File: config.mk
export PLATFORM = sky130hd
export DESIGN_NAME = lif_neuron_param
export DESIGN_NICKNAME = d
export VERILOG_FILES = /design/src/rtl/lif_neuron_param.sv
export SDC_FILE = /design/constraint.sdc
export NUM_CORES = 1
export LEC_CHECK = 0
export ABC_CLOCK_PERIOD_IN_PS = 8250
export CORE_ASPECT_RATIO = 0.6
export CORE_MARGIN = 5
export CORE_UTILIZATION = 50
export DETAILED_ROUTE_END_ITERATION = 8
export GPL_TIMING_DRIVEN = 0
export PLACE_DENSITY = 0.83
export SYNTH_ARGS = -nofsm -noshare
export SYNTH_HDL_FRONTEND = slang
export SYNTH_SLANG_ARGS = --single-unit
File: constraint.sdc
create_clock -name clk -period 8.25 [get_ports clk]
set_clock_uncertainty 0.1 [all_clocks]
set_input_delay 1.65 -clock clk [delete_from_list [all_inputs] [get_ports clk]]
set_output_delay 1.65 -clock clk [all_outputs]
set_load 0.02 [all_outputs]
File: src/rtl/lif_neuron_param.sv
`default_nettype none
// lif_neuron_param: parametrised leaky integrate-and-fire neuron with signed weights,
// saturating membrane, zero/subtract post-fire reset, refractory window and spike counter.
module lif_neuron_param #(
  parameter int M  = 8,
  parameter int W  = 4,
  parameter int VW = 8,
  parameter int DW = 4,
  parameter int RW = 5,
  parameter int CW = 8
) (
  input  logic            clk,
  input  logic            reset,
  input  logic            enable,
  input  logic [M-1:0]    input_spikes,
  input  logic [M*W-1:0]  weights,
  input  logic [VW-1:0]   threshold,
  input  logic [DW-1:0]   decay,
  input  logic [RW-1:0]   refractory_period,
  input  logic            reset_mode,
  input  logic            clear_count,
  output logic [VW-1:0]   membrane_potential_out,
  output logic            spike_out,
  output logic            refractory_active,
  output logic [CW-1:0]   spike_count
);

  localparam int LM = $clog2(M);
  localparam int IW = W + LM + 1;
  localparam int TW = VW + W + LM + 2;
  localparam logic [CW-1:0] CMAX = '1;

  logic [VW-1:0]        v_q, v_d;
  logic [RW-1:0]        refr_q, refr_d;
  logic                 spk_q, spk_d;
  logic [CW-1:0]        cnt_q, cnt_d;
  logic signed [W-1:0]  w_ch [M];
  logic signed [IW-1:0] cur;
  logic signed [TW-1:0] tmp, sub, thr_ext;
  logic                 fire;

  for (genvar i = 0; i < M; i++) begin : g_w
    assign w_ch[i] = weights[i*W +: W];
  end

  always_comb begin
    cur = '0;
    for (int i = 0; i < M; i++) begin
      if (input_spikes[i]) cur = cur + IW'(w_ch[i]);
    end
  end

  // TW leaves headroom above VW, so the sign bit and the bits above VW decide the clamp
  function automatic logic [VW-1:0] clamp(input logic signed [TW-1:0] x);
    if (x[TW-1])              return '0;
    else if (|x[TW-2:VW])     return '1;
    else                      return x[VW-1:0];
  endfunction

  assign thr_ext = signed'(TW'(threshold));
  assign tmp     = signed'(TW'(v_q)) + TW'(cur) - signed'(TW'(decay));
  assign sub     = tmp - thr_ext;
  assign fire    = enable && (refr_q == '0) && (tmp >= thr_ext);

  always_comb begin
    v_d    = v_q;
    refr_d = refr_q;
    spk_d  = 1'b0;
    cnt_d  = cnt_q;
    if (enable) begin
      if (refr_q != '0) begin
        refr_d = refr_q - RW'(1);
      end else if (fire) begin
        spk_d  = 1'b1;
        refr_d = refractory_period;
        v_d    = reset_mode ? clamp(sub) : '0;
      end else begin
        v_d = clamp(tmp);
      end
    end
    if (clear_count)                 cnt_d = '0;
    else if (fire && cnt_q != CMAX)  cnt_d = cnt_q + CW'(1);
  end

  always_ff @(posedge clk or posedge reset) begin
    if (reset) begin
      v_q    <= '0;
      refr_q <= '0;
      spk_q  <= 1'b0;
      cnt_q  <= '0;
    end else begin
      v_q    <= v_d;
      refr_q <= refr_d;
      spk_q  <= spk_d;
      cnt_q  <= cnt_d;
    end
  end

  assign membrane_potential_out = v_q;
  assign spike_out              = spk_q;
  assign refractory_active      = (refr_q != '0);
  assign spike_count            = cnt_q;

endmodule
`default_nettype wire
### Word level (Yosys, flattened, before mapping)

Cells that the tools add are included.

| cells by class | value |
|---|---|
| add/sub/neg operators | 12 |
| multipliers | 0 |
| divide/modulo/power cells | 0 |
| order comparisons | 1 |
| equal/unequal tests | 1 |
| shift operators | 0 |
| mux-type cells | 21 |
| bitwise logic cells | 1 |
| reductions and logical operators | 11 |

Operators by type and width:

| operator | count |
|---|---|
| 8-bit two-way mux | 16 |
| 8-bit by 4-bit adder with 8-bit output | 7 |
| 8-bit OR reduction | 2 |
| 11-bit by 9-bit subtractor with 12-bit output | 1 |
| 11-bit by 9-bit >= comparator with 1-bit output | 1 |
| 10-bit by 5-bit subtractor with 11-bit output | 1 |
| 9-bit by 8-bit adder with 10-bit output | 1 |
| 5-bit two-way mux | 2 |
| 8-bit by 1-bit adder with 8-bit output (second input constant) | 1 |
| 8-bit inequality test (second input constant) | 1 |
| 5-bit zero test | 1 |
| 5-bit nonzero test | 1 |
| 5-bit by 1-bit subtractor with 5-bit output (second input constant) | 1 |
| 2-bit AND reduction | 2 |
| 2-bit nonzero test | 2 |
| 1-bit logical AND | 3 |
| 1-bit two-way mux | 3 |
| 1-bit inverter | 1 |

| storage, ports and cells | value |
|---|---|
| register bits | 22 |
| latch bits | 0 |
| RAM bits | 0 |
| memory bits (read-only) | 0 |
| input port bits | 62 |
| output and inout port bits | 18 |
| logic and storage cells | 51 |
| memories kept | 0 |

### Longest topological paths before layout

Gate-level depths: netlist of run 1.

| depth | value |
|---|---|
| depth in word-level cells | 23 |
| mapped depth | 54 |
| mapped depth without buffers | 53 |

### Worst setup path after synthesis of run 1

No wires, ideal clock.

| path | value |
|---|---|
| kind | input to register |
| start point | input weights[0] |
| end point | register refr_q[3] |
| setup time | 0.126 ns |
| data arrival time | 11.225 ns |
| required time | 8.024 ns |
| slack | -3.201 ns |
| cell stages on the path | 49 |
| buffers on the path | 0 |
| cell sequence | and2_1 > ha_1 > inv_1 > fa_1 > mux2i_1 > inv_1 > fa_1 > nand2_1 > o21ai_0 > inv_1 > ha_1 > a21o_1 > a21oi_1 > xor2_1 > a21oi_1 > ha_1 > xnor2_1 > o2bb2ai_1 > (+13 left out) > ha_1 > o21ai_0 > nand2b_1 > o41ai_1 > xnor2_1 > nand2_1 > xor2_1 > xor2_1 > fa_1 > xnor2_1 > ha_1 > or4_1 > o21bai_1 > nand2_1 > o211ai_1 > inv_2 > a211oi_1 > nor3_1 |

| on the way | value |
|---|---|
| cells in the longest elaborated chain, start to end | 21 |

RTL lines:

| element | line | text |
|---|---|---|
| start, declared | 16 | `input logic [M*W-1:0] weights,` |
| 8-bit two-way mux (*) | 49 | `if (input_spikes[i]) cur = cur + IW'(w_ch[i]);` |
| 8-bit by 4-bit adder with 8-bit output | 49 |  |
| 8-bit two-way mux (*) | 49 |  |
| 8-bit by 4-bit adder with 8-bit output | 49 |  |
| 8-bit two-way mux (*) | 49 |  |
| 8-bit by 4-bit adder with 8-bit output | 49 |  |
| 8-bit two-way mux (*) | 49 |  |
| 8-bit by 4-bit adder with 8-bit output | 49 |  |
| (+5 left out) | - |  |
| 8-bit by 4-bit adder with 8-bit output | 49 |  |
| 8-bit two-way mux (*) | 49 |  |
| 9-bit by 8-bit adder with 10-bit output (*) | 61 | `assign tmp = signed'(TW'(v_q)) + TW'(cur) - signed'(TW'(decay));` |
| 10-bit by 5-bit subtractor with 11-bit output (*) | 61 |  |
| 11-bit by 9-bit >= comparator with 1-bit output (*) | 63 | `assign fire = enable && (refr_q == '0) && (tmp >= thr_ext);` |
| 1-bit logical AND (*) | 63 |  |
| 2-bit nonzero test (no source line) (*) | - |  |
| 2-bit AND reduction (no source line) (*) | - |  |
| end signal, assigned | 93 | `refr_q <= refr_d;` |
| end, declared | 34 | `logic [RW-1:0] refr_q, refr_d;` |

Mark *: on every way between the ends. The rest lies on a longest branch, timed or not.
A chain may end at the register's enable or synchronous reset.

### Final worst setup path of run 1

| path | value |
|---|---|
| start point | input weights[0] |
| end point | register v_q[5] (netlist: membrane_potential_out[5]) |

| on the way | value |
|---|---|
| cells in the longest elaborated chain, start to end | 23 |
| elaborated cells on any way between the ends | 28 |
| those cells by class | 10 x add/sub; 1 x order compare; 14 x mux; 3 x reduce/logical |

RTL lines:

| element | line | text |
|---|---|---|
| 8-bit two-way mux (*) | 49 |  |
| 8-bit by 4-bit adder with 8-bit output | 49 |  |
| 8-bit two-way mux (*) | 49 |  |
| 8-bit by 4-bit adder with 8-bit output | 49 |  |
| 8-bit two-way mux (*) | 49 |  |
| 8-bit by 4-bit adder with 8-bit output | 49 |  |
| 8-bit two-way mux (*) | 49 |  |
| 8-bit by 4-bit adder with 8-bit output | 49 |  |
| (+7 left out) | - |  |
| 9-bit by 8-bit adder with 10-bit output (*) | 61 |  |
| 10-bit by 5-bit subtractor with 11-bit output (*) | 61 |  |
| 11-bit by 9-bit subtractor with 12-bit output | 62 | `assign sub = tmp - thr_ext;` |
| 8-bit OR reduction | 56 | `else if (\|x[TW-2:VW]) return '1;` |
| 8-bit two-way mux | 56 |  |
| 8-bit two-way mux | 55 | `if (x[TW-1]) return '0;` |
| 8-bit two-way mux | 76 | `v_d = reset_mode ? clamp(sub) : '0;` |
| 8-bit two-way mux (*) | 73 | `end else if (fire) begin` |
| end signal, assigned | 92 | `v_q <= v_d;` |
| end, declared | 33 | `logic [VW-1:0] v_q, v_d;` |

Marks and branches as above.

==> flow_summary.yaml, run 1 <==
global_routing:
  first_global_vias: 5396
  grt_pass1_wl_mm: 25.80
  globalRouteOverflowTotal: 0
  antenna_violations_before_repair: 0
  global_route.usage.total_pct: 27.10
  grt_start_max_net_pins: 23
synthesis:
  synth-compound-area-share_pct: 23.46
  synth-simple-area-share_pct: 20.04
  synth-seq-area-share_pct: 11.57
  largest_family_of_logic_cells_by_synthesized_area: "adder cells"
  count_of_flip_flops_with_a_built_in_enable_after_synthesis: 0
  synthArstFlopShare_pct: 100.0
  ys_dominant_reg_cell: "sky130_fd_sc_hd__dfrtp_1"
  synth.top_cell.area_share_pct: 18.41
  yosysUniqueCellTypes: 67
  post_synth_xor_area_fraction_pct: 7.652
  mappedNetlistArea_sq_mm: 0.004758
  synthAdderAreaFrac_pct: 24.30
  leading_post_synthesis_cells_by_cell_area: "sky130_fd_sc_hd__ha_1, sky130_fd_sc_hd__dfrtp_1, sky130_fd_sc_hd__fa_1, sky130_fd_sc_hd__inv_1, sky130_fd_sc_hd__xnor2_1"
  mapped_nets: 747
  synth.most_common_cell: "sky130_fd_sc_hd__inv_1"
  synth_seq_cells: 22
  synth.cells.most_frequent: "sky130_fd_sc_hd__inv_1, sky130_fd_sc_hd__ha_1, sky130_fd_sc_hd__nor2_1, sky130_fd_sc_hd__nand2_1, sky130_fd_sc_hd__o21ai_0"
  post_synth_inst_count: 601
  portion_of_netlist_area_occupied_by_mux_cells_pct: 6.100
  synth_top_area_cell: "sky130_fd_sc_hd__ha_1"
  yosysWarningCount: 0
  avgSynthCellArea_sq_um: 7.917
layout:
  insertedDiodeCount: 0
  nFillCells: 550
  numnets_final: 908
  regArea_sq_um: 550.5
  area_of_the_multi_input_gates_sq_mm: 0.004773
  area_growth_pct: 53.83
  fraction_of_layout_cells_with_a_size_suffix_above_1_pct: 30.35
drt:
  drc: 0
  dr_total_vias: 5413
  detail_route.vias_per_cell: 6.075
  drt-total-wl_mm: 16.74
  antenna_violating_nets_post_route: 0
  drtPass1Iterations: 6
  drt_iter0_drc: 457
  post_drt_wl_per_cell_microns: 18.79
timing:
  post_layout_min_period_ns: 11.42
  worst-slew-pin-transition_ns: 1.041
  fmax_mhz: 87.55
  grt_setup_unrepaired: "true"
  hold-worst-slack_ns: 0.4548
  report.final.hold_viol_count: 0
  timing_max_transition_violations_final: 0
  final_min_period_over_clock_period_pct: 138.4
  layout_setup_ws_ns: -3.171
  final-setup-viol-count: 22
  relSlewSlack_pct: 28.80
job:
  timing.max_cap.violations: 0
floorplanning:
  core_region_area_sq_mm: 0.009223
  floorplan.die_area_sq_mm: 0.01163
  die_width_microns: 135.9
  floorplan.initialDensity_pct: 51.59
  die_height_microns: 85.57
  placementRows: 27
  io_pins: 80
worst_setup_path:
  worst_ep_required_time_ns: 8.31
  worstSetupEndpointType: "flop"
  worst-setup-path-type: "in2reg"
  ff2ff_path_depth: 18
  critical_path_peak_fanout: 8
  timing.critical_path.slowest_stage_cell: "sky130_fd_sc_hd__or4_4"
  worstSetupStartpointType: "primary input"
  slowest_delay_ns: 0.53
  arrival_ns: 11.48
  crit_path_frequent_cell: "sky130_fd_sc_hd__ha_4"
clock_network:
  clk_latency_ns: 0.27
  clk_pin_slew_ns: 0.07
  cts_htree_levels: 1
  total_cts_buffers: 3
  cts_max_path_buffers: 2
  tritoncts_clock_tree: "done"
  clock_tree.root_cell: "sky130_fd_sc_hd__clkbuf_16"
  numClockSinks: 22
  cts_hold_buffers: 0
placed_design:
  pre_cts_ws_ns: -4.383
  hpwlAfterDp_mm: 10.50
  portBuffers: 77
  placer_congestion: 0.9242
run_status:
  failing_checks: "negative setup slack"
  outcome: "finished, violations left"
hold_path:
  hp-class: "reg2reg"
  whs_path_depth: 1
## repair_timing
item | in CTS | in global routing
endpoints found under the setup margin | 22 | 22
pin swaps | 72 | 54
setup buffers | 65 | 14
gates resized for setup | 104 | 39
## critical path, delay by kind of cell
family | cells | cell delay [ns]
mux | 1 | 0.19
xor+xnor | 7 | 1.37
simple gates | 11 | 1.79
buf+inv | 6 | 0.57
compound gates | 16 | 2.50
fa+ha+maj | 10 | 3.41
## flip-flops by register name, summed over array words and instances, names as in the netlist
| register | count |
|---|---|
| membrane_potential_out | 8 |
| spike_count | 8 |
| refr_q | 5 |
| spike_out | 1 |
## metal layers
layer / part of all wire, % / global-route usage (%) / vias up
met2: 45 / 44.95 / 327
li1: - / - / 2483
met3: 9.6 / 6.624 / 68
met1: 42 / 34.81 / 2535
met5: 0 / 0 / -
met4: 3.0 / 9.058 / 0
## placed cells by master, fill, tap and decap left out, types with 7 or more instances in the layout
master                             n
sky130_fd_sc_hd__nor2_1           35
sky130_fd_sc_hd__buf_6             8
sky130_fd_sc_hd__mux2_4            9
sky130_fd_sc_hd__nand2_1          33
sky130_fd_sc_hd__a21oi_2           7
sky130_fd_sc_hd__nor2b_1          13
sky130_fd_sc_hd__o21a_1           16
sky130_fd_sc_hd__nand3_1          13
sky130_fd_sc_hd__ha_4             20
sky130_fd_sc_hd__a22oi_1           8
sky130_fd_sc_hd__a21o_1           14
sky130_fd_sc_hd__nand2b_1         14
sky130_fd_sc_hd__nor3_1           13
sky130_fd_sc_hd__xnor2_1          20
sky130_fd_sc_hd__o21ai_0          20
sky130_fd_sc_hd__dfrtp_1          22
sky130_fd_sc_hd__clkdlybuf4s50_1  69
sky130_fd_sc_hd__or3_1             7
sky130_fd_sc_hd__ha_1             49
sky130_fd_sc_hd__o211ai_1          9
sky130_fd_sc_hd__xor2_1           10
sky130_fd_sc_hd__inv_2            10
sky130_fd_sc_hd__o21ai_2           7
sky130_fd_sc_hd__buf_4            72
sky130_fd_sc_hd__a21oi_1          20
sky130_fd_sc_hd__fa_1             11
sky130_fd_sc_hd__inv_1            62
## through the flow
stage / util, % / setup TNS [ns] / area, sq um / instances
floorplan: - / -52.01 / 5005 / 601
global placement: 64.39 / -88.45 / 5938 / 808
detailed placement: 64.39 / -93.46 / 5938 / 808
CTS: 76.03 / -59.03 / 7012 / 877
global route: 79.37 / -76.36 / 7320 / 891
finish: 79.37 / -67.87 / 7320 / 891
## worst paths after layout
kind,from,to,slack [ns]
worst max-delay path,weights[0],membrane_potential_out[5],-3.17
worst min-delay path,refr_q[0],refr_q[0],0.45
worst max register to register,membrane_potential_out[1],membrane_potential_out[5],3.67
worst min register to register,refr_q[0],refr_q[0],0.45
max in group asynchronous,reset,spike_count[0],5.60
min in group asynchronous,reset,membrane_potential_out[7],1.84
## final cells by class
cell class,instances,area share [%]
buffer,10,0.7692
clock buffer,3,1.026
clock inverter,1,0.4103
inverter,74,3.829
multi-input combinational,495,65.21
sequential,22,7.521
tap,130,2.222
timing repair buffer,156,19.01
## cells by family (layout without fill, tap and decap cells)
| group | count (synthesis) | in the layout |
|---|---|---|
| AND/OR/NAND/NOR | 179 | 179 |
| AO/OA/AOI/OAI | 167 | 167 |
| adder cells (fa/ha/maj) | 84 | 84 |
| buffers and inverters | 84 | 244 |
| XOR/XNOR | 40 | 40 |
| multiplexers | 25 | 25 |
| flip-flops | 22 | 22 |
Power of run 1 is left out: the tool's default activity adds up to more than one toggle a clock period on the data nets, which glitch-free logic cannot reach.
==> run 2, diff against run 1 <==
--- a/config.mk
+++ b/config.mk
@@ -11,7 +11,8 @@
 export CORE_UTILIZATION = 50
 export DETAILED_ROUTE_END_ITERATION = 8
 export GPL_TIMING_DRIVEN = 0
-export PLACE_DENSITY = 0.83
+export PLACE_DENSITY = 0.87
+export SLEW_MARGIN = 20
 export SYNTH_ARGS = -nofsm -noshare
 export SYNTH_HDL_FRONTEND = slang
 export SYNTH_SLANG_ARGS = --single-unit
==> flow_summary.yaml, run 2 (synthesis results as in run 1) <==
worst_setup_path:
  arrival_ns: 12.18
  worst_ep_required_time_ns: 8.31
  worst-setup-path-type: "in2reg"
  timing.critical_path.slowest_stage_cell: "sky130_fd_sc_hd__o41ai_4"
  worstSetupStartpointType: "primary input"
  worstSetupEndpointType: "flop"
  critical_path_peak_fanout: 7
  crit_path_frequent_cell: "sky130_fd_sc_hd__buf_4"
  slowest_delay_ns: 0.43
timing:
  worst-slew-pin-transition_ns: 1.036
  grt_setup_unrepaired: "true"
  post_layout_min_period_ns: 12.12
  relSlewSlack_pct: 30.95
  hold-worst-slack_ns: 0.4434
  report.final.hold_viol_count: 0
  final_min_period_over_clock_period_pct: 146.9
  timing_max_transition_violations_final: 0
  total_negative_slack_for_setup_checks_ns: -82.59
  final-setup-viol-count: 22
  fmax_mhz: 82.49
  layout_setup_ws_ns: -3.872
placed_design:
  dpl_cell_area_sq_mm: 0.005938
  portBuffers: 77
  hpwlAfterDp_mm: 10.88
  placer_congestion: 0.8971
  post-place-cells: 808
clock_network:
  cts_max_path_buffers: 2
  total_cts_buffers: 3
  clk_pin_slew_ns: 0.06
  tritoncts_clock_tree: "done"
  clock_tree.root_cell: "sky130_fd_sc_hd__clkbuf_16"
  numClockSinks: 22
  clk_latency_ns: 0.27
  cts_htree_levels: 1
global_routing:
  globalRouteOverflowTotal: 0
  first_global_vias: 5925
  antenna_violations_before_repair: 0
  global_route.usage.total_pct: 29.80
  grt_pass1_wl_mm: 28.47
  grt_start_max_net_pins: 23
drt:
  post_drt_wl_per_cell_microns: 23.51
  drt-total-wl_mm: 21.44
  antenna_violating_nets_post_route: 0
  dr_total_vias: 6120
  detail_route.vias_per_cell: 6.711
  drtPass1Iterations: 6
  drt_iter0_drc: 778
  drc: 0
floorplanning:
  die_width_microns: 135.9
  floorplan.die_area_sq_mm: 0.01163
  core_region_area_sq_mm: 0.009223
  io_pins: 80
  die_height_microns: 85.57
  floorplan.initialDensity_pct: 51.59
  placementRows: 27
layout:
  most-common-layout-cells: "sky130_fd_sc_hd__buf_4, sky130_fd_sc_hd__clkdlybuf4s50_1, sky130_fd_sc_hd__inv_1, sky130_fd_sc_hd__ha_1, sky130_fd_sc_hd__nor2_1"
  area_growth_pct: 62.14
  insertedDiodeCount: 0
  final_cell_area_sq_mm: 0.007715
  fraction_of_layout_cells_with_a_size_suffix_above_1_pct: 35.29
  final_common_cell: "sky130_fd_sc_hd__buf_4"
  numnets_final: 929
  final_non_filler_cell_total: 912
hold_path:
  hp-class: "reg2reg"
job:
  timing.max_cap.violations: 0
run_status:
  outcome: "finished, violations left"
  failing_checks: "negative setup slack"
## run 2: cell count changes in the layout (fill, tap and decap cells not counted), moves of 4 or more
| cell | delta |
|---|---|
| sky130_fd_sc_hd__buf_4 | +21 |
| sky130_fd_sc_hd__a21oi_1 | -5 |
| sky130_fd_sc_hd__a21oi_4 | +5 |
| sky130_fd_sc_hd__ha_1 | -5 |
| sky130_fd_sc_hd__nand2_1 | -5 |
| sky130_fd_sc_hd__nand2_2 | +5 |
| sky130_fd_sc_hd__ha_4 | +4 |
| sky130_fd_sc_hd__inv_2 | -4 |
## run 2: final timing paths
check / from / to / slack (ns) / depth (start not counted)
max in group asynchronous: reset / spike_count[0] / 5.66 / 2
min in group asynchronous: reset / membrane_potential_out[7] / 1.82 / 2
worst min-delay path: refr_q[4] / refr_q[4] / 0.44 / 2
worst min register to register: refr_q[4] / refr_q[4] / 0.44 / 2
worst max-delay path: weights[0] / spike_count[5] / -3.87 / 53
worst max register to register: membrane_potential_out[1] / spike_count[5] / 3.44 / 19
## run 2: critical path, delay by kind of cell
kind / cells / cell delay [ns]
simple gates: 13 / 1.76
mux: 3 / 0.86
compound gates: 14 / 3.07
buf+inv: 9 / 1.17
fa+ha+maj: 9 / 2.51
xor+xnor: 5 / 1.12
## run 2: cell type report
class	instances	area, sq um
Timing Repair Buffer	178	1551
Multi-Input combinational cell	495	5012
Fill cell	467	1508
Clock inverter	1	30.03
Buffer	9	45.04
Tap cell	130	162.7
Clock buffer	3	75.07
Inverter	74	287.8
Sequential cell	22	550.5
## run 2: repair_timing
action                     CTS  global route
buffers inserted            75            27
setup endpoints to repair   22            22
hold buffers                 0             0
pin swaps                   80            79
hold endpoints to repair     0             0
resized for setup          121            69
## run 2: metrics by stage
step | util (%) | setup slack (ns)
2_1_floorplan | - | -2.437
3_3_place_gp | 64.39 | -4.112
3_5_place_dp | 64.39 | -4.415
4_1_cts | 77.48 | -2.830
5_1_grt | 83.65 | -4.169
6_report | 83.65 | -3.872
## run 2: routing by layer
| metal | track usage (%) | up-vias | part of all wire (%) |
|---|---|---|---|
| met2 | 49.05 | 559 | 43 |
| li1 | - | 2540 | - |
| met4 | 13.27 | 0 | 7.9 |
| met1 | 37.33 | 2819 | 36 |
| met5 | 0 | - | 0 |
| met3 | 7.210 | 202 | 12 |
Power of run 2 is left out for the same reason.
==> run 3, diff against run 2 <==
--- a/config.mk
+++ b/config.mk
@@ -5,13 +5,14 @@
 export SDC_FILE = /design/constraint.sdc
 export NUM_CORES = 1
 export LEC_CHECK = 0
-export ABC_CLOCK_PERIOD_IN_PS = 8250
+export ABC_AREA = 1
+export ABC_CLOCK_PERIOD_IN_PS = 15350
 export CORE_ASPECT_RATIO = 0.6
 export CORE_MARGIN = 5
-export CORE_UTILIZATION = 50
+export CORE_UTILIZATION = 48
 export DETAILED_ROUTE_END_ITERATION = 8
 export GPL_TIMING_DRIVEN = 0
-export PLACE_DENSITY = 0.87
+export PLACE_DENSITY = 0.83
 export SLEW_MARGIN = 20
 export SYNTH_ARGS = -nofsm -noshare
 export SYNTH_HDL_FRONTEND = slang
==> constraint.sdc (replaced) <==
create_clock -name clk -period 15.35 [get_ports clk]
set_clock_uncertainty 0.1 [all_clocks]
set_input_delay 3.07 -clock clk [delete_from_list [all_inputs] [get_ports clk]]
set_output_delay 3.07 -clock clk [all_outputs]
set_load 0.02 [all_outputs]
==> flow_summary.yaml, run 3 <==
run_status:
  outcome: "completed"
worst_setup_path:
  worstSetupEndpointType: "flop"
  ff2ff_path_depth: 19
  slowest_delay_ns: 0.59
  worstSetupStartpointType: "primary input"
  crit_path_frequent_cell: "sky130_fd_sc_hd__nand2_1"
  worstPathBufferInverterCount: 12
  critical_path_peak_fanout: 6
  worst_ep_required_time_ns: 15.38
  worst-setup-path-type: "in2reg"
  setup.reg_to_reg.worst_slack_ns: 11.10
  regToRegStartpoint: "membrane_potential_out[1]"
  arrival_ns: 13.61
  path_delay_family: "simple AND/OR/NAND/NOR gates"
  rr_endpoint: "membrane_potential_out[3]"
  timing.critical_path.slowest_stage_cell: "sky130_fd_sc_hd__fa_1"
timing:
  post_layout_min_period_ns: 13.58
  hold-worst-slack_ns: 0.4446
  report.final.hold_viol_count: 0
  fmax_mhz: 73.62
  total_negative_slack_for_setup_checks_ns: 0
  timing_max_transition_violations_final: 0
  layout_setup_ws_ns: 1.766
  final-setup-viol-count: 0
  grt_setup_unrepaired: "false"
  worst-slew-pin-transition_ns: 0.8729
  relSlewSlack_pct: 41.74
  final_min_period_over_clock_period_pct: 88.49
floorplanning:
  floorplan.die_area_sq_mm: 0.01294
  placementRows: 29
  die_height_microns: 90.13
  die_width_microns: 143.5
  io_pins: 80
  core_region_area_sq_mm: 0.01052
  floorplan.initialDensity_pct: 48.81
pwr:
  cellLeakagePower_uw: 0.003374
  max_vdd_drop_mv: 0.1428
  power.density_cell_area_mw_per_mm2: 198.8
drt:
  dr_total_vias: 5195
  drt_iter0_drc: 433
  drc: 0
  detail_route.vias_per_cell: 5.044
  drtPass1Iterations: 5
  antenna_violating_nets_post_route: 0
  drt-total-wl_mm: 12.63
  post_drt_wl_per_cell_microns: 12.26
clock_network:
  cts_max_path_buffers: 2
  cts_hold_buffers: 0
  total_cts_buffers: 3
  tritoncts_clock_tree: "done"
  clk_pin_slew_ns: 0.06
  numClockSinks: 22
  cts_setup_buffers: 0
  cts_htree_levels: 1
  clk_latency_ns: 0.26
  clock_tree.root_cell: "sky130_fd_sc_hd__clkbuf_16"
  post_cts_resized: 0
layout:
  numnets_final: 1038
  final_cell_area_sq_mm: 0.006180
  fraction_of_layout_cells_with_a_size_suffix_above_1_pct: 7.071
  area_growth_pct: 20.32
  final_non_filler_cell_total: 1030
  insertedDiodeCount: 0
  most-common-layout-cells: "sky130_fd_sc_hd__nand2_1, sky130_fd_sc_hd__inv_1, sky130_fd_sc_hd__nand3_1, sky130_fd_sc_hd__clkdlybuf4s50_1, sky130_fd_sc_hd__ha_1"
  final_common_cell: "sky130_fd_sc_hd__nand2_1"
synthesis:
  synth.most_common_cell: "sky130_fd_sc_hd__nand2_1"
  avgSynthCellArea_sq_um: 6.349
  leading_post_synthesis_cells_by_cell_area: "sky130_fd_sc_hd__ha_1, sky130_fd_sc_hd__nand2_1, sky130_fd_sc_hd__inv_1, sky130_fd_sc_hd__dfrtp_1, sky130_fd_sc_hd__nand3_1"
  synth.cells.most_frequent: "sky130_fd_sc_hd__nand2_1, sky130_fd_sc_hd__inv_1, sky130_fd_sc_hd__nand3_1, sky130_fd_sc_hd__ha_1, sky130_fd_sc_hd__a21oi_1"
  synth_top_area_cell: "sky130_fd_sc_hd__ha_1"
  synth.top_cell.area_share_pct: 17.05
  synthArstFlopShare_pct: 100.0
  yosysUniqueCellTypes: 43
  ys_dominant_reg_cell: "sky130_fd_sc_hd__dfrtp_1"
  mappedNetlistArea_sq_mm: 0.005136
  mapped_nets: 955
  post_synth_inst_count: 809
  yosysWarningCount: 0
  synth_seq_cells: 22
  synth-seq-area-share_pct: 10.72
  count_of_flip_flops_with_a_built_in_enable_after_synthesis: 0
placed_design:
  pre_cts_ws_ns: 1.698
  hpwlAfterDp_mm: 10.98
  dpl_cell_area_sq_mm: 0.006091
  portBuffers: 78
  post-place-cells: 1026
  placer_congestion: 0.9452
global_routing:
  global_route.usage.total_pct: 19.43
  grt_start_max_net_pins: 23
  globalRouteOverflowTotal: 0
  grt_pass1_wl_mm: 21.59
  first_global_vias: 4643
  antenna_violations_before_repair: 0
hold_path:
  whs_endpoint: "refr_q[3]"
  whs_path_depth: 2
  hp-start: "refr_q[3]"
  hp-class: "reg2reg"
job:
  timing.max_cap.violations: 0
run 3: cell count changes in the layout (fill, tap and decap cells not counted), moves of 16 or more:
| cell | change |
|---|---|
| sky130_fd_sc_hd__nand2_1 | +193 |
| sky130_fd_sc_hd__buf_4 | -93 |
| sky130_fd_sc_hd__inv_1 | +84 |
| sky130_fd_sc_hd__nand3_1 | +75 |
| sky130_fd_sc_hd__a21oi_1 | +26 |
| sky130_fd_sc_hd__ha_1 | +26 |
| sky130_fd_sc_hd__ha_4 | -24 |
| sky130_fd_sc_hd__xor2_1 | +16 |
run 3: cells by family (layout without fill, tap and decap cells):
family / Yosys count / count (layout) / share of synthesized area (%)
adder cells (fa/ha/maj): 84 / 84 / 22.51
XOR/XNOR: 33 / 33 / 5.627
flip-flops: 22 / 22 / 10.72
AND/OR/NAND/NOR: 401 / 401 / 36.96
AO/OA/AOI/OAI: 108 / 108 / 12.08
buffers and inverters: 161 / 243 / 12.11
run 3: final cells by class:
| type | count | area [sq um] |
|---|---|---|
| flip-flops and latches | 22 | 550.5 |
| clock buffers | 4 | 88.84 |
| fillers | 1000 | 4343 |
| inverters | 159 | 605.6 |
| repair buffers | 78 | 780.7 |
| well taps | 139 | 173.9 |
| plain buffers | 2 | 16.27 |
| multi-input cells | 626 | 3964 |
run 3: worst max path at each step:
stage / cells past startpoint / slack (ns) / from / end
floorplan: 69 / 3.40 / weights[2] / spike_count[0]
global placement: 68 / 1.89 / input_spikes[0] / membrane_potential_out[3]
detailed placement: 69 / 1.70 / input_spikes[0] / membrane_potential_out[3]
CTS: 69 / 1.88 / input_spikes[0] / membrane_potential_out[3]
global route: 70 / 0.79 / input_spikes[0] / membrane_potential_out[4]
finish: 69 / 1.77 / input_spikes[0] / membrane_potential_out[3]
run 3: layer usage:
layer	share of wire, %	GRT usage [%]
met5	0	0
met4	0	1.489
met2	38	26.32
met3	7.0	1.803
met1	55	33.38
run 3: through the flow:
stage / power [uW] / utilization, %
finish: 1229 / 58.73
global route: 1372 / 58.73
CTS: 1213 / 58.73
detailed placement: 1142 / 57.88
global placement: 1111 / 57.88
floorplan: 905.8 / -
run 3: tightest hold or removal path, cell delays in order (launching register included):
cell	delay [ns]
sky130_fd_sc_hd__dfrtp_1	0.40
sky130_fd_sc_hd__nand2_1	0.07
sky130_fd_sc_hd__nand2_1	0.05
run 3: power by group:
part / switching [uW] / internal, uW
Combinational: 681 / 400
Sequential: 14.1 / 71.9
Clock: 21.2 / 39.8
Total: 717 / 512
Power figures use the tool's default switching activity.
